[src/rtl/axis_mii_rx_if.sv]
// MII receive pins (already synchronised to clk) plus the AXI stream beat and status pulses of axis_mii_rx.
// The length_error member exists only when AXIS_MII_RX_LEN_CHECK_EN is defined.
interface axis_mii_rx_if;
    logic       mii_rx_ce;
    logic       mii_rx_dv;
    logic       mii_rx_er;
    logic [3:0] mii_rxd;
    logic [7:0] axis_data;
    logic       axis_valid;
    logic       axis_last;
    logic       axis_err;
    logic       frame_ok;
    logic       fcs_error;
    logic       align_error;
    logic       rx_error;
`ifdef AXIS_MII_RX_LEN_CHECK_EN
    logic       length_error;

    modport master (
        input  mii_rx_ce, mii_rx_dv, mii_rx_er, mii_rxd,
        output axis_data, axis_valid, axis_last, axis_err,
        output frame_ok, fcs_error, align_error, rx_error, length_error
    );
    modport slave (
        output mii_rx_ce, mii_rx_dv, mii_rx_er, mii_rxd,
        input  axis_data, axis_valid, axis_last, axis_err,
        input  frame_ok, fcs_error, align_error, rx_error, length_error
    );
`else
    modport master (
        input  mii_rx_ce, mii_rx_dv, mii_rx_er, mii_rxd,
        output axis_data, axis_valid, axis_last, axis_err,
        output frame_ok, fcs_error, align_error, rx_error
    );
    modport slave (
        output mii_rx_ce, mii_rx_dv, mii_rx_er, mii_rxd,
        input  axis_data, axis_valid, axis_last, axis_err,
        input  frame_ok, fcs_error, align_error, rx_error
    );
`endif
endinterface

[src/rtl/axis_mii_rx.sv]
// 100M MII receive MAC: preamble/SFD hunt, octet assembly, FCS check and strip, AXI stream out.
// Optional frame length checking is built in when AXIS_MII_RX_LEN_CHECK_EN is defined.
//
// state    | meaning
// IDLE     | waiting for dv with a preamble nibble
// PREAMBLE | counting 0x5 nibbles until the SFD nibble 0xD
// DATA     | assembling octets, holding the last 4 back as candidate FCS
// DROP     | discarding the rest of a bad/oversized frame until dv falls
module axis_mii_rx #(
    parameter int MAX_FRAME_BYTES = 1518,
    parameter int MIN_FRAME_BYTES = 64
) (
    input  logic          clk,
    input  logic          rst,
    axis_mii_rx_if.master rx_bus
);
    localparam logic [1:0]  S_IDLE      = 2'd0;
    localparam logic [1:0]  S_PREAMBLE  = 2'd1;
    localparam logic [1:0]  S_DATA      = 2'd2;
    localparam logic [1:0]  S_DROP      = 2'd3;
    localparam logic [31:0] CRC_INIT    = 32'hFFFF_FFFF;
    localparam logic [31:0] CRC_RESIDUE = 32'hDEBB_20E3;
    localparam logic [10:0] CNT_SAT     = 11'd2047;
`ifdef AXIS_MII_RX_LEN_CHECK_EN
    localparam logic [10:0] MAX_L       = 11'(MAX_FRAME_BYTES);
    localparam logic [10:0] MIN_L       = 11'(MIN_FRAME_BYTES);
`endif

    function automatic logic [31:0] crc_octet(input logic [31:0] crc, input logic [7:0] octet);
        logic [31:0] r;
        r = crc ^ {24'd0, octet};
        for (int i = 0; i < 8; i++)
            r = r[0] ? ((r >> 1) ^ 32'hEDB8_8320) : (r >> 1);
        return r;
    endfunction

    logic [1:0]  state_q, state_d;
    logic [31:0] crc_q, crc_d;
    logic        phase_q, phase_d;
    logic [3:0]  lo_q, lo_d;
    logic [31:0] hold_q, hold_d;
    logic [2:0]  hold_cnt_q, hold_cnt_d;
    logic [7:0]  pend_q, pend_d;
    logic        pend_vld_q, pend_vld_d;
    logic        er_seen_q, er_seen_d;
    logic [10:0] cnt_q, cnt_d;
    logic [7:0]  data_q, data_d;
    logic        valid_q, valid_d, last_q, last_d, err_q, err_d;
    logic        ok_q, ok_d, fcs_q, fcs_d, align_q, align_d, rxe_q, rxe_d, len_q, len_d;
    logic [7:0]  octet;
    logic        eof_fcs, eof_len, eof_bad;

    always_comb begin
        state_d    = state_q;
        crc_d      = crc_q;
        phase_d    = phase_q;
        lo_d       = lo_q;
        hold_d     = hold_q;
        hold_cnt_d = hold_cnt_q;
        pend_d     = pend_q;
        pend_vld_d = pend_vld_q;
        er_seen_d  = er_seen_q;
        cnt_d      = cnt_q;
        data_d     = data_q;
        valid_d    = 1'b0;
        last_d     = 1'b0;
        err_d      = 1'b0;
        ok_d       = 1'b0;
        fcs_d      = 1'b0;
        align_d    = 1'b0;
        rxe_d      = 1'b0;
        len_d      = 1'b0;
        octet      = {rx_bus.mii_rxd, lo_q};
        // Without a pending octet the frame never reached 5 octets, so it cannot carry a valid FCS.
        eof_fcs    = (crc_q != CRC_RESIDUE) || !pend_vld_q;
`ifdef AXIS_MII_RX_LEN_CHECK_EN
        eof_len    = (cnt_q < MIN_L) || (cnt_q > MAX_L);
`else
        eof_len    = 1'b0;
`endif
        eof_bad    = eof_fcs || phase_q || er_seen_q || eof_len;

        if (rx_bus.mii_rx_ce) begin
            case (state_q)
                S_IDLE: begin
                    if (rx_bus.mii_rx_dv)
                        state_d = (rx_bus.mii_rxd == 4'h5) ? S_PREAMBLE : S_DROP;
                end
                S_PREAMBLE: begin
                    if (!rx_bus.mii_rx_dv) begin
                        state_d = S_IDLE;
                    end else if (rx_bus.mii_rx_er) begin
                        state_d = S_DROP;
                    end else if (rx_bus.mii_rxd == 4'hD) begin
                        state_d    = S_DATA;
                        crc_d      = CRC_INIT;
                        phase_d    = 1'b0;
                        hold_cnt_d = 3'd0;
                        pend_vld_d = 1'b0;
                        er_seen_d  = 1'b0;
                        cnt_d      = 11'd0;
                    end else if (rx_bus.mii_rxd != 4'h5) begin
                        state_d = S_DROP;
                    end
                end
                S_DATA: begin
                    if (!rx_bus.mii_rx_dv) begin
                        state_d    = S_IDLE;
                        valid_d    = pend_vld_q;
                        last_d     = pend_vld_q;
                        err_d      = pend_vld_q && eof_bad;
                        data_d     = pend_q;
                        pend_vld_d = 1'b0;
                        ok_d       = !eof_bad;
                        fcs_d      = eof_fcs;
                        align_d    = phase_q;
                        rxe_d      = er_seen_q;
                        len_d      = eof_len;
                    end else begin
                        if (rx_bus.mii_rx_er)
                            er_seen_d = 1'b1;
                        if (!phase_q) begin
                            lo_d    = rx_bus.mii_rxd;
                            phase_d = 1'b1;
                        end else begin
                            phase_d = 1'b0;
                            crc_d   = crc_octet(crc_q, octet);
                            cnt_d   = (cnt_q == CNT_SAT) ? cnt_q : cnt_q + 11'd1;
                            hold_d  = {octet, hold_q[31:8]};
                            if (hold_cnt_q == 3'd4) begin
                                pend_d     = hold_q[7:0];
                                pend_vld_d = 1'b1;
                                valid_d    = pend_vld_q;
                                data_d     = pend_q;
                            end else begin
                                hold_cnt_d = hold_cnt_q + 3'd1;
                            end
`ifdef AXIS_MII_RX_LEN_CHECK_EN
                            // This octet takes the frame past the limit: close it out here.
                            if (cnt_q == MAX_L) begin
                                state_d    = S_DROP;
                                last_d     = 1'b1;
                                err_d      = 1'b1;
                                pend_vld_d = 1'b0;
                                len_d      = 1'b1;
                                rxe_d      = er_seen_q || rx_bus.mii_rx_er;
                            end
`endif
                        end
                    end
                end
                default: begin
                    if (!rx_bus.mii_rx_dv)
                        state_d = S_IDLE;
                end
            endcase
        end
    end

    always_ff @(posedge clk or posedge rst) begin
        if (rst) begin
            state_q    <= S_IDLE;
            crc_q      <= CRC_INIT;
            phase_q    <= 1'b0;
            lo_q       <= 4'd0;
            hold_q     <= 32'd0;
            hold_cnt_q <= 3'd0;
            pend_q     <= 8'd0;
            pend_vld_q <= 1'b0;
            er_seen_q  <= 1'b0;
            cnt_q      <= 11'd0;
            data_q     <= 8'd0;
            valid_q    <= 1'b0;
            last_q     <= 1'b0;
            err_q      <= 1'b0;
            ok_q       <= 1'b0;
            fcs_q      <= 1'b0;
            align_q    <= 1'b0;
            rxe_q      <= 1'b0;
            len_q      <= 1'b0;
        end else begin
            state_q    <= state_d;
            crc_q      <= crc_d;
            phase_q    <= phase_d;
            lo_q       <= lo_d;
            hold_q     <= hold_d;
            hold_cnt_q <= hold_cnt_d;
            pend_q     <= pend_d;
            pend_vld_q <= pend_vld_d;
            er_seen_q  <= er_seen_d;
            cnt_q      <= cnt_d;
            data_q     <= data_d;
            valid_q    <= valid_d;
            last_q     <= last_d;
            err_q      <= err_d;
            ok_q       <= ok_d;
            fcs_q      <= fcs_d;
            align_q    <= align_d;
            rxe_q      <= rxe_d;
            len_q      <= len_d;
        end
    end

    assign rx_bus.axis_data   = data_q;
    assign rx_bus.axis_valid  = valid_q;
    assign rx_bus.axis_last   = last_q;
    assign rx_bus.axis_err    = err_q;
    assign rx_bus.frame_ok    = ok_q;
    assign rx_bus.fcs_error   = fcs_q;
    assign rx_bus.align_error = align_q;
    assign rx_bus.rx_error    = rxe_q;
`ifdef AXIS_MII_RX_LEN_CHECK_EN
    assign rx_bus.length_error = len_q;
`else
    logic unused_len;
    assign unused_len = ^{len_q, MAX_FRAME_BYTES, MIN_FRAME_BYTES};
`endif
endmodule

[src/flat_wrapper.sv]
// flat-port wrapper written by rule: the top's interface ports become plain ports
module axis_mii_rx_flat 
#(
    parameter int MAX_FRAME_BYTES = 1518,
    parameter int MIN_FRAME_BYTES = 64
)
  (clk, rst, rx_bus_mii_rx_ce, rx_bus_mii_rx_dv, rx_bus_mii_rx_er, rx_bus_mii_rxd, rx_bus_axis_data, rx_bus_axis_valid, rx_bus_axis_last, rx_bus_axis_err, rx_bus_frame_ok, rx_bus_fcs_error, rx_bus_align_error, rx_bus_rx_error);
  axis_mii_rx_if rx_bus_i ();
  input  logic clk;
  input  logic rst;
  input wire logic [$bits(rx_bus_i.mii_rx_ce)-1:0] rx_bus_mii_rx_ce;
  input wire logic [$bits(rx_bus_i.mii_rx_dv)-1:0] rx_bus_mii_rx_dv;
  input wire logic [$bits(rx_bus_i.mii_rx_er)-1:0] rx_bus_mii_rx_er;
  input wire logic [$bits(rx_bus_i.mii_rxd)-1:0] rx_bus_mii_rxd;
  output wire logic [$bits(rx_bus_i.axis_data)-1:0] rx_bus_axis_data;
  output wire logic [$bits(rx_bus_i.axis_valid)-1:0] rx_bus_axis_valid;
  output wire logic [$bits(rx_bus_i.axis_last)-1:0] rx_bus_axis_last;
  output wire logic [$bits(rx_bus_i.axis_err)-1:0] rx_bus_axis_err;
  output wire logic [$bits(rx_bus_i.frame_ok)-1:0] rx_bus_frame_ok;
  output wire logic [$bits(rx_bus_i.fcs_error)-1:0] rx_bus_fcs_error;
  output wire logic [$bits(rx_bus_i.align_error)-1:0] rx_bus_align_error;
  output wire logic [$bits(rx_bus_i.rx_error)-1:0] rx_bus_rx_error;
  assign rx_bus_i.mii_rx_ce = rx_bus_mii_rx_ce;
  assign rx_bus_i.mii_rx_dv = rx_bus_mii_rx_dv;
  assign rx_bus_i.mii_rx_er = rx_bus_mii_rx_er;
  assign rx_bus_i.mii_rxd = rx_bus_mii_rxd;
  assign rx_bus_axis_data = rx_bus_i.axis_data;
  assign rx_bus_axis_valid = rx_bus_i.axis_valid;
  assign rx_bus_axis_last = rx_bus_i.axis_last;
  assign rx_bus_axis_err = rx_bus_i.axis_err;
  assign rx_bus_frame_ok = rx_bus_i.frame_ok;
  assign rx_bus_fcs_error = rx_bus_i.fcs_error;
  assign rx_bus_align_error = rx_bus_i.align_error;
  assign rx_bus_rx_error = rx_bus_i.rx_error;
  axis_mii_rx #(.MAX_FRAME_BYTES(MAX_FRAME_BYTES), .MIN_FRAME_BYTES(MIN_FRAME_BYTES)) u_core (.clk(clk), .rst(rst), .rx_bus(rx_bus_i));
endmodule
[config.mk]
export PLATFORM = sky130hd
export DESIGN_NAME = axis_mii_rx_flat
export DESIGN_NICKNAME = d
export VERILOG_FILES = /design/src/rtl/axis_mii_rx_if.sv /design/src/rtl/axis_mii_rx.sv /design/src/flat_wrapper.sv
export SDC_FILE = /design/constraint.sdc
export NUM_CORES = 1
export LEC_CHECK = 0
export BUFFER_PORTS_ARGS = -buffer_cell sky130_fd_sc_hd__buf_4
export CORE_MARGIN = 2
export CORE_UTILIZATION = 40
export DETAILED_ROUTE_END_ITERATION = 8
export HOLD_SLACK_MARGIN = 0.1
export PLACE_DENSITY = 0.56
export SKIP_LAST_GASP = 1
export SYNTH_ARGS = -nofsm -noshare
export SYNTH_HDL_FRONTEND = slang
export SYNTH_SLANG_ARGS = --single-unit
[constraint.sdc]
create_clock -name clk -period 2.4 [get_ports clk]
set_input_delay 0.12 -clock clk [delete_from_list [all_inputs] [get_ports clk]]
set_output_delay 0.12 -clock clk [all_outputs]
set_load 0.01 [all_outputs]
### After elaboration in Yosys (flattened, before gate mapping)

Cells that the tools add are included.

* output and inout bits: 15
* memory bits (read-only): 0
* bits in latches: 0
* logic and storage cells: 135
* bits in registers: 99
* input port bits: 9
* memories: 0
* RAM bits: 0

* add/sub/neg operators: 1
* reduce and logical (&&, ||, !) cells: 18
* divide/modulo/power cells: 0
* equality and inequality tests: 21
* order comparisons: 0
* shifts and indexed selects: 0
* bitwise logic cells: 10
* multiplexer cells: 68
* multiply operators: 0

Operators with widths (count)
* $mux 32: 13
* $not 13->14: 8
* $pmux 32 s2: 1
* $mux 1: 33
* $ne 32x32->1 const B: 1
* $xor 32x8->32: 1
* $mux 8: 3
* $reduce_and 7->1: 3
* $mux 3: 6
* $reduce_and 4->1: 4
* $mux 2: 7
* $ne 2x2->1 const B: 6
* $ne 2x1->1 const B: 4
* $reduce_and 8->1: 1
* $ne 3x2->1 const B: 2
* $pmux 1 s2: 3
* $pmux 3 s2: 1
* $reduce_and 6->1: 1
* $ne 5x3->1 const B: 1
* $reduce_and 5->1: 1
* $eq 4x3->1 const B: 1
* $eq 4x4->1 const B: 1
* $ne 4x3->1 const B: 1
* $pmux 2 s2: 1
* 11 further kinds: 14

### Longest topological paths before layout

Gate-level depths: netlist (run 1).

* word-level depth: 20
* depth in mapped cells: 8

### Worst setup path before layout (run 1)

Ideal clock, no wire load.

* kind: flip-flop to flip-flop
* start point: register u_core.crc_q[0]
* end point: register u_core.crc_q[19]
* setup slack: 0.506 ns
* cell stages (with the launch flop): 5
* setup time: 0.080 ns
* data arrival time: 1.814 ns
* path buffers: 0
* data required time: 2.320 ns
* cells stage by stage: dfstp_2 xnor2_4 xor3_2 xnor3_1 o22a_1

* word-level cells in the longest chain between the ends: 17

RTL lines
* from (decl): RTL line axis_mii_rx.sv:38 `logic [31:0] crc_q, crc_d;`
* from (signal assigned): RTL line axis_mii_rx.sv:183 `crc_q <= crc_d;`
* $xor 32x8->32 (*): RTL line axis_mii_rx.sv:31 `r = crc ^ {24'd0, octet};`
* $mux 32 (*) (2 in series): RTL line axis_mii_rx.sv:33 `r = r[0] ? ((r >> 1) ^ 32'hEDB8_8320) : (r >> 1);`
* $not 13->14 (no source line)
* $mux 32 (*): RTL line axis_mii_rx.sv:33
* $not 13->14 (no source line)
* $mux 32 (*) (2 in series): RTL line axis_mii_rx.sv:33
* $not 13->14 (no source line)
* $mux 32 (*): RTL line axis_mii_rx.sv:33
* $not 13->14 (no source line)
* $mux 32 (*): RTL line axis_mii_rx.sv:33
* $not 13->14 (no source line)
* $mux 32 (*): RTL line axis_mii_rx.sv:33
* $mux 32 (*): RTL line axis_mii_rx.sv:122 `if (!phase_q) begin`
* $mux 32 (*): RTL line axis_mii_rx.sv:107 `if (!rx_bus.mii_rx_dv) begin`
* $pmux 32 s2 (*): RTL line axis_mii_rx.sv:84 `case (state_q)`

Mark *: on every way between the ends. The rest lies on a longest branch, timed or not. The select of a mux whose other input is x is not followed.
A chain may end at the register's enable or synchronous reset.

### Worst setup path in the final report (run 1)

* start point: register u_core.crc_q[17]
* end point: register u_core.err_q, in the netlist u_core.rx_bus.axis_err

* word-level cells in the longest chain between the ends: 8

RTL lines
* $ne 32x32->1: RTL line axis_mii_rx.sv:75 `eof_fcs = (crc_q != CRC_RESIDUE) || !pend_vld_q;`
* $logic_or 1x1->1: RTL line axis_mii_rx.sv:75
* $logic_or 1x1->1 (2 in series): RTL line axis_mii_rx.sv:81 `eof_bad = eof_fcs || phase_q || er_seen_q || eof_len;`
* $logic_and 1x1->1: RTL line axis_mii_rx.sv:111 `err_d = pend_vld_q && eof_bad;`
* $mux 1: RTL line axis_mii_rx.sv:107
* $mux 1: RTL line axis_mii_rx.sv:84
* $mux 1: RTL line axis_mii_rx.sv:83 `if (rx_bus.mii_rx_ce) begin`
* net u_core.err_d: RTL line axis_mii_rx.sv:48 `logic valid_q, valid_d, last_q, last_d, err_q, err_d;`
* to (signal assigned): RTL line axis_mii_rx.sv:195 `err_q <= err_d;`
* to (decl): RTL line axis_mii_rx.sv:48

The timed path passes the listed nets, and every way through them passes these cells.

==> impl_metrics.toml, run 1 <==
[cts]
number_of_hold_buffers_added_after_cts = 9
post_cts_resize_count = 0
clock_sink_count = 99
post-cts-setup-buffers = 0
cts_tree = "done"
clk_latency_ns = 0.34
clk_root_buffer_cell = "sky130_fd_sc_hd__clkbuf_16"
tritoncts.num_buffers = 9
clock_tree.buffer_depth = 2
ctsHtreeMaxLevel = 3
clk_transition_reported_paths_ns = 0.07

[timing]
maxSlewViolCount = 0
post-route-period-util_pct = 87.3
min_cycle_time_layout_ns = 2.09
timing_worst_slew_pin_value_ns = 0.635
finalSetupViolations = 0
relSlewSlack_pct = 57.2
final_hold_viol_count = 0
max_clock_freq_mhz = 478
rsz0062_at_grt = "no"
finalSetupTns_ns = 0
fin_worst_skew_ns = 0.00613

[floorplan]
row_count = 40
floorplan.core_area_mm2 = 0.0120
die_area_mm2 = 0.0132
initial_utilization_pct = 40.9
die_height_um = 115
die_width_um = 115
pin_count = 24

[place]
gp_congestion = 0.849
port_buf_inserts = 23
dp_hpwl_um = 6620
postPlaceCellArea_mm2 = 0.00530

[logic_synthesis]
synth.area.top_cells = "sky130_fd_sc_hd__dfrtp_1 (34%), sky130_fd_sc_hd__dfstp_2 (17%), sky130_fd_sc_hd__nand2_1 (7.8%)"
synth.net_count = 420
synthMostInstantiatedCell = "sky130_fd_sc_hd__nand2_1"
post-synth-top-area-fraction_pct = 34.1
ys.warnings.count = 0
synth_cells = 409
post_synth_instance_area_mm2 = 0.00491
post_synthesis_sequential_element_count = 99
ys_top_cells_by_count = "sky130_fd_sc_hd__nand2_1 (102), sky130_fd_sc_hd__dfrtp_1 (67), sky130_fd_sc_hd__dfstp_2 (32), sky130_fd_sc_hd__xnor2_1 (24), sky130_fd_sc_hd__mux2_2 (20)"
synth-seq-area-share_pct = 51.2
synth_flop_cell = "sky130_fd_sc_hd__dfrtp_1"
synth.distinct_cells = 51
syn-mean-instance-area_um2 = 12.0
synth_edf_count = 0
synth_top_cell_by_area = "sky130_fd_sc_hd__dfrtp_1"
synth_async_reset_ratio_pct = 100

[worst_setup_path]
startpoint_class_of_the_critical_path = "flop"
path_max_fanout = 3
worst-endpoint-arrival_ns = 2.28
worstSetupEndpointType = "flop"
critPathKind = "reg2reg"
worst-endpoint-required_ns = 2.59

[power]
seqPwrFrac_pct = 29.9
p_sw_share_pct = 33.8
p_int_uw = 6590
power_per_unit_of_standard_cell_area_mw_per_mm2 = 1740
clockPowerShare_pct = 15.7
share_comb_of_total_power_pct = 54.4
switching_power_uw = 3370
irDropWorstVdd_mv = 0.810
overall_power_consumption_uw = 9960
leakage_uw = 0.00271

[route]
routed_wire_length_per_instance_um = 16.4
route.final.wire_length_um = 9770
drt-pass1-iter-count = 4
antenna_violating_nets_post_route = 0
route.vias.total = 3068
drt-initial-drc-count = 174
post_drt_via_cell_ratio = 5.14
drt_drc_violations_left = 0

[global_route]
use_met3_pct = 3.48
number_of_antenna_violations_at_the_first_check_in_global_routing = 0
largest_net_degree_at_the_start_of_global_routing = 53
use_met1_pct = 22.3
busiest_layer = "met2"
grt_remaining_overflow = 0
grt_first_pass_wirelength_um = 16400
globalRouteTotalUtil_pct = 16.2
grt_pass1_vias = 3100
use_met2_pct = 24.8

[final_layout]
design.final.nets = 457
post-route-cell-area_mm2 = 0.00571
antenna_cells = 0
drive_gt1_share_pct = 26.0
signed_area_change_from_the_synthesized_netlist_to_the_final_layout_pct = 16.2
layout.filler_cells = 1112

[job]
maxCapViolations = 0

[status]
status = "finished, final reports clean"

[hold_path]
worst_hold_path_type = "in2async"
power by group through the flow:
stage	Clock [uW]	Sequential (uW)	Combinational, uW
2_1_floorplan	0	2820	4590
3_3_place_gp	0	3000	5400
3_5_place_dp	0	3010	5400
4_1_cts	1610	2980	5480
5_1_grt	1680	3060	5910
6_report	1560	2980	5420
per-stage QoR:
| stage | std cells | hold slack [ns] | setup WS [ns] | utilization [%] |
|---|---|---|---|---|
| final | 597 | 0.335 | 0.306 | 47.5 |
| after global routing | 597 | 0.357 | 0.199 | 47.5 |
| after CTS | 597 | 0.339 | 0.319 | 47.5 |
| after detailed placement | 573 | 0.152 | 0.353 | 44.1 |
| after global placement | 573 | 0.154 | 0.354 | 44.1 |
| after floorplan | 409 | 0.206 | 0.506 | - |
cells in the final DEF, fill, tap and decap left out, types with 5 or more instances in the layout:
cell type and count:
sky130_fd_sc_hd__a2bb2oi_1 15, sky130_fd_sc_hd__xnor2_1 24, sky130_fd_sc_hd__xnor3_1 14, sky130_fd_sc_hd__dlygate4sd3_1 9, sky130_fd_sc_hd__clkbuf_16 9, sky130_fd_sc_hd__dfrtp_1 67, sky130_fd_sc_hd__xnor2_2 6, sky130_fd_sc_hd__o22a_1 14
sky130_fd_sc_hd__mux2_2 20, sky130_fd_sc_hd__xor2_1 11, sky130_fd_sc_hd__dfstp_2 32, sky130_fd_sc_hd__buf_4 33, sky130_fd_sc_hd__a31oi_1 5, sky130_fd_sc_hd__a21oi_1 10, sky130_fd_sc_hd__nand2_1 102, sky130_fd_sc_hd__nor2_1 10
path summary, 6_finish.rpt:
| kind | startpoint | end | slack (ns) | depth (start not counted) |
|---|---|---|---|---|
| setup reg to reg | u_core.crc_q[17]$_DFFE_PP1P_ | u_core.rx_bus.axis_err$_DFF_PP0_ | 0.31 | 4 |
| hold / removal | rst | u_core.rx_bus.axis_data[0]$_DFFE_PP0P_ | 0.34 | 3 |
| hold reg to reg | u_core.hold_q[26]$_DFFE_PP0P_ | u_core.hold_q[18]$_DFFE_PP0P_ | 0.46 | 2 |
| min in group clk | u_core.hold_q[26]$_DFFE_PP0P_ | u_core.hold_q[18]$_DFFE_PP0P_ | 0.46 | 2 |
| max in group asynchronous | rst | u_core.crc_q[30]$_DFFE_PP1P_ | 1.31 | 4 |
| setup / recovery | u_core.crc_q[17]$_DFFE_PP1P_ | u_core.rx_bus.axis_err$_DFF_PP0_ | 0.31 | 4 |
final cells by class:
| type | instances | area, um2 | area share (%) |
|---|---|---|---|
| Clock buffer | 9 | 225 | 3.94 |
| Clock inverter | 6 | 96.3 | 1.69 |
| Inverter | 5 | 22.5 | 0.394 |
| Multi-Input combinational cell | 288 | 2310 | 40.4 |
| Sequential cell | 99 | 2520 | 44.1 |
| Tap cell | 147 | 184 | 3.22 |
| Timing Repair Buffer | 43 | 358 | 6.27 |
flip-flops by register name (all words and copies together) (netlist names), 2 cells and up:
| register | count |
|---|---|
| u_core.crc_q | 32 |
| u_core.hold_cnt_q | 3 |
| u_core.hold_q | 32 |
| u_core.lo_q | 4 |
| u_core.pend_q | 8 |
| u_core.rx_bus.axis_data | 8 |
| u_core.state_q | 2 |
worst max-delay path, cell delays in order (launching register included):
cell,delay [ns]
sky130_fd_sc_hd__dfstp_2,0.55
sky130_fd_sc_hd__nand4b_1,0.13
sky130_fd_sc_hd__or4_1,0.49
sky130_fd_sc_hd__nor4_1,0.59
sky130_fd_sc_hd__a21boi_0,0.18
cells by family (layout without fill, tap and decap cells):
group	Yosys count	count (layout)	share of synthesized area (%)
adder cells (fa/ha/maj)	2	2	0.509
XOR/XNOR	66	66	20.2
AND/OR/NAND/NOR	145	145	13.1
multiplexers	20	20	4.58
AO/OA/AOI/OAI	55	55	8.48
flip-flops	99	99	51.2
buffers and inverters	22	63	1.81
layer usage:
metal / vias to the layer above / part of all wire [%] / wire length, um
met4: 0 / 2.1 / 205
met3: 17 / 3.9 / 377
met1: 1508 / 49 / 4780
met5: - / 0 / 0
met2: 64 / 45 / 4410
li1: 1479 / - / -
Power figures use the tool's default switching activity.
==> inputs of run 2 (changes only) <==
- CORE_ASPECT_RATIO: default -> 1.2
==> run 2 against run 1 <==
Effect of this change:
- clock skew about the same
- critical path depth unchanged
- wire length up 0.81%
- critical path type unchanged
- largest cell class unchanged
- highest routed layer unchanged
==> impl_metrics.toml, run 2 (same netlist as run 1, synthesis figures left out) <==
[final_layout]
multiInputGateArea_mm2 = 0.00231
layout.filler_cells = 1107
final-seq-area_mm2 = 0.00252
design.final.nets = 460
signed_area_change_from_the_synthesized_netlist_to_the_final_layout_pct = 17.1
biggestRegsByFlops = "u_core.crc_q x32, u_core.hold_q x32"
final_cell_mix = "sky130_fd_sc_hd__nand2_1 (102), sky130_fd_sc_hd__dfrtp_1 (67), sky130_fd_sc_hd__buf_4 (34)"
drive_gt1_share_pct = 26.7
antenna_cells = 0
layout.cells.most_common = "sky130_fd_sc_hd__nand2_1"

[route]
uppermost_metal_layer_occupied_by_signal_nets = "met4"
routed_wire_length_per_instance_um = 16.0
route.vias.total = 3045
post_drt_via_cell_ratio = 4.95
route.final.wire_length_um = 9850
detailroute.wirelength.met2_um = 4840
drt-initial-drc-count = 125
drt-met1-wl_um = 4450
drt_drc_violations_left = 0
met3RoutedLength_um = 286
drt-pass1-iter-count = 4
antenna_violating_nets_post_route = 0

[global_route]
largest_net_degree_at_the_start_of_global_routing = 48
number_of_antenna_violations_at_the_first_check_in_global_routing = 0
grt_first_pass_wirelength_um = 16700
globalRouteTotalUtil_pct = 16.2
grt_pass1_vias = 3104
grt_remaining_overflow = 0

[timing]
finalSetupViolations = 0
fin_worst_skew_ns = 0.00585
rsz0062_at_grt = "no"
maxSlewViolCount = 0
relSlewSlack_pct = 54.6
min_cycle_time_layout_ns = 2.06
fin_ws_ns = 0.340
post-route-period-util_pct = 85.8
timing_worst_slew_pin_value_ns = 0.680
max_clock_freq_mhz = 485
finalSetupTns_ns = 0
final_hold_viol_count = 0

[power]
irDropWorstVdd_mv = 0.729
power_per_unit_of_standard_cell_area_mw_per_mm2 = 1730
leakage_uw = 0.00273

[worst_setup_path]
slowest_delay_ns = 0.58
startpoint_class_of_the_critical_path = "flop"
critPathKind = "reg2reg"
critical_path.startpoint = "u_core.crc_q[17]$_DFFE_PP1P_"
cell_by_cell_listing_of_the_critical_path = "nand4b_1 -> or4_1 -> nor4_1 -> a21boi_0"
worstSetupEndpointType = "flop"
path_max_fanout = 3
slowest_stage = "sky130_fd_sc_hd__nor4_1"
worst_case_register_to_register_setup_slack_ns = 0.34
rr_startpoint = "u_core.crc_q[17]$_DFFE_PP1P_"
crit-reg2reg-capture = "u_core.rx_bus.axis_err$_DFF_PP0_"
ff_to_ff_path_depth = 4
worst-endpoint-required_ns = 2.58
worst-endpoint-arrival_ns = 2.24
endpoint = "u_core.rx_bus.axis_err$_DFF_PP0_"

[cts]
ctsHtreeMaxLevel = 3
cts_tree = "done"
clk_latency_ns = 0.35
tritoncts.num_buffers = 9
number_of_hold_buffers_added_after_cts = 9
clk_root_buffer_cell = "sky130_fd_sc_hd__clkbuf_16"
clock_tree.buffer_depth = 2
post-cts-setup-buffers = 0
clock_sink_count = 99
post_cts_resize_count = 0
clk_transition_reported_paths_ns = 0.07

[status]
status = "finished, final reports clean"

[floorplan]
pin_count = 24
die_height_um = 125
initial_utilization_pct = 40.7
floorplan.core_area_mm2 = 0.0121
row_count = 44
die_width_um = 105
die_area_mm2 = 0.0132

[place]
gp_congestion = 0.834
port_buf_inserts = 23
post-place-ws_ns = 0.363
dp_hpwl_um = 6710

[job]
maxCapViolations = 0

[hold_path]
worst_hold_path_type = "in2async"
==> run 2: metrics by stage <==
stage | power, uW | area (um2) | cells | utilization [%] | hold WS [ns]
2_1_floorplan | 7410 | 4920 | 409 | - | 0.206
3_3_place_gp | 8520 | 5360 | 590 | 44.5 | 0.265
3_5_place_dp | 8550 | 5360 | 590 | 44.5 | 0.273
4_1_cts | 10000 | 5750 | 615 | 47.7 | 0.451
5_1_grt | 10600 | 5750 | 615 | 47.7 | 0.481
6_report | 9930 | 5750 | 615 | 47.7 | 0.430
==> run 2: cell type report <==
cell class / count / area share [%]
flip-flops and latches: 99 / 43.8
multi-input cells: 288 / 40.1
repair buffers: 46 / 7.05
clock buffers: 10 / 4.15
well taps: 161 / 3.50
clock inverters: 6 / 1.04
inverters: 5 / 0.392
==> run 2: where the power goes <==
part / internal (uW) / total, uW / switching, uW
clock: 753 / 1420 / 671
combinational: 3320 / 5540 / 2220
sequential: 2430 / 2970 / 536
==> run 2: routing by layer <==
layer	vias to the layer above	GRT usage (%)
li1	1484	-
met1	1494	20.9
met2	49	26.6
met3	18	3.23
met4	0	6.98
met5	-	0
==> run 2: critical path: cells and delay by family (launching register included) <==
family	cells	cell delay, ns
flops	1	0.55
simple gates	3	1.15
compound gates	1	0.20
==> run 2: worst min-delay path by stage <==
stage | end | slack, ns
detailed placement | u_core.rx_bus.axis_valid$_DFF_PP0_ | 0.27
floorplan | u_core.state_q[0]$_DFFE_PP0P_ | 0.21
global route | u_core.hold_q[17]$_DFFE_PP0P_ | 0.48
finish | u_core.rx_bus.axis_data[0]$_DFFE_PP0P_ | 0.43
global placement | u_core.rx_bus.axis_valid$_DFF_PP0_ | 0.27
CTS | u_core.rx_bus.axis_data[0]$_DFFE_PP0P_ | 0.45
==> inputs of run 3 (changes only) <==
- BUFFER_PORTS_ARGS: -buffer_cell sky130_fd_sc_hd__buf_4 -> default
- DONT_BUFFER_PORTS: default -> 1
- PLACE_DENSITY: 0.56 -> 0.54
==> run 3 against run 2 <==
Effect of this change:
- final area shrank 3.1%
- critical path depth did not move
- global-route usage increased by 0.61 points
- setup slack better by 0.024 ns
- maximum frequency grew 1.2%
- first-iteration DRC count is 33% higher
- highest routed layer unchanged
==> impl_metrics.toml, run 3 (same netlist as run 1, synthesis figures left out) <==
[floorplan]
row_count = 44
die_width_um = 105
die_height_um = 125
floorplan.core_area_mm2 = 0.0121
die_area_mm2 = 0.0132
initial_utilization_pct = 40.7
pin_count = 24

[worst_setup_path]
worstSetupEndpointType = "flop"
path_max_fanout = 5
worst_case_register_to_register_setup_slack_ns = 0.36
worst-endpoint-arrival_ns = 2.31
crit-reg2reg-capture = "u_core.crc_q[19]$_DFFE_PP1P_"
worst-endpoint-required_ns = 2.68
rr_startpoint = "u_core.lo_q[2]$_DFFE_PP0P_"
ff_to_ff_path_depth = 4
startpoint_class_of_the_critical_path = "flop"
critPathKind = "reg2reg"
critical_path.startpoint = "u_core.lo_q[2]$_DFFE_PP0P_"

[place]
dp_hpwl_um = 7000
gp_congestion = 0.850
port_buf_inserts = 0

[global_route]
largest_net_degree_at_the_start_of_global_routing = 37
grt_first_pass_wirelength_um = 17100
grt_remaining_overflow = 0
number_of_antenna_violations_at_the_first_check_in_global_routing = 0
grt_pass1_vias = 3099
globalRouteTotalUtil_pct = 16.8

[route]
route.final.wire_length_um = 10200
drt_drc_violations_left = 0
routed_wire_length_per_instance_um = 17.2
drt-pass1-iter-count = 4
post_drt_via_cell_ratio = 5.06
drt-initial-drc-count = 166
route.vias.total = 2999
antenna_violating_nets_post_route = 0

[hold_path]
worst_hold_path_type = "in2reg"
min-delay-start = "rx_bus_mii_rx_er"
timing.hold.worst_path_depth = 3
min_to = "u_core.state_q[1]$_DFFE_PP0P_"

[cts]
clk_latency_ns = 0.35
post_cts_resize_count = 0
clk_transition_reported_paths_ns = 0.07
clock_tree.buffer_depth = 2
clk_root_buffer_cell = "sky130_fd_sc_hd__clkbuf_16"
cts_tree = "done"
clock_sink_count = 99
tritoncts.num_buffers = 9
ctsHtreeMaxLevel = 3

[timing]
finalSetupTns_ns = 0
finalSetupViolations = 0
fin_worst_skew_ns = 0.00604
min_cycle_time_layout_ns = 2.04
final_hold_viol_count = 0
timing_worst_slew_pin_value_ns = 0.798
max_clock_freq_mhz = 491
rsz0062_at_grt = "no"
post-route-period-util_pct = 84.8
relSlewSlack_pct = 46.7
maxSlewViolCount = 0

[final_layout]
biggestRegsByFlops = "u_core.crc_q x32, u_core.hold_q x32"
antenna_cells = 0
final_cell_mix = "sky130_fd_sc_hd__nand2_1 (102), sky130_fd_sc_hd__dfrtp_1 (67), sky130_fd_sc_hd__dfstp_2 (32)"
layout.cells.most_common = "sky130_fd_sc_hd__nand2_1"
layout.filler_cells = 1110
signed_area_change_from_the_synthesized_netlist_to_the_final_layout_pct = 13.4
design.final.nets = 438
final-seq-area_mm2 = 0.00252
drive_gt1_share_pct = 23.1
multiInputGateArea_mm2 = 0.00231

[power]
leakage_uw = 0.00261
irDropWorstVdd_mv = 1.21
power_per_unit_of_standard_cell_area_mw_per_mm2 = 1770
overall_power_consumption_uw = 9850

[status]
status = "finished, final reports clean"

[job]
maxCapViolations = 0
[run 3: report_power, final]
part | switching [uW] | internal [uW]
registers | 538 | 2430
clock network | 683 | 732
logic | 2210 | 3260
total | 3430 | 6430
[run 3: worst max path at each step]
stage,end
6_report,u_core.crc_q[19]$_DFFE_PP1P_
5_1_grt,u_core.crc_q[24]$_DFFE_PP1P_
4_1_cts,u_core.crc_q[19]$_DFFE_PP1P_
3_5_place_dp,u_core.crc_q[19]$_DFFE_PP1P_
3_3_place_gp,u_core.rx_bus.frame_ok$_DFF_PP0_
2_1_floorplan,u_core.crc_q[19]$_DFFE_PP1P_
[run 3: repair_timing]
action                                 in CTS  in global routing
hold buffers                                9                  0
endpoints found under the hold margin      47                  0
buffers inserted                            0                  0
[run 3: area by class of cell]
cell class / instances / share of cell area [%]
Clock buffer: 9 / 4.04
Clock inverter: 7 / 1.21
Multi-Input combinational cell: 288 / 41.5
Sequential cell: 99 / 45.2
Tap cell: 161 / 3.61
Inverter: 5 / 0.404
Timing Repair Buffer: 24 / 4.09
[run 3: worst max-delay path, stage by stage, from the launching register on]
cell and delay, ns:
sky130_fd_sc_hd__dfrtp_1 0.42, sky130_fd_sc_hd__xnor2_1 0.63, sky130_fd_sc_hd__xnor2_2 0.27, sky130_fd_sc_hd__xnor3_1 0.47, sky130_fd_sc_hd__o22a_1 0.17
[run 3: through the flow]
| stage | util (%) | instances | hold slack, ns | area [um2] | setup WS, ns |
|---|---|---|---|---|---|
| floorplan | - | 409 | 0.206 | 4920 | 0.506 |
| global placement | 43.0 | 568 | 0.174 | 5190 | 0.370 |
| detailed placement | 43.0 | 568 | 0.177 | 5190 | 0.389 |
| CTS | 46.2 | 593 | 0.119 | 5570 | 0.346 |
| global route | 46.2 | 593 | 0.158 | 5570 | 0.280 |
| finish | 46.2 | 593 | 0.130 | 5570 | 0.364 |
[run 3: per-layer routing]
metal  vias to the layer above  wire (um)  track usage, %
li1                       1438          -               -
met1                      1507       4700            22.4
met2                        41       5150            28.1
met3                        13        223            3.08
met4                         0        140            4.94
met5                         -          0               0
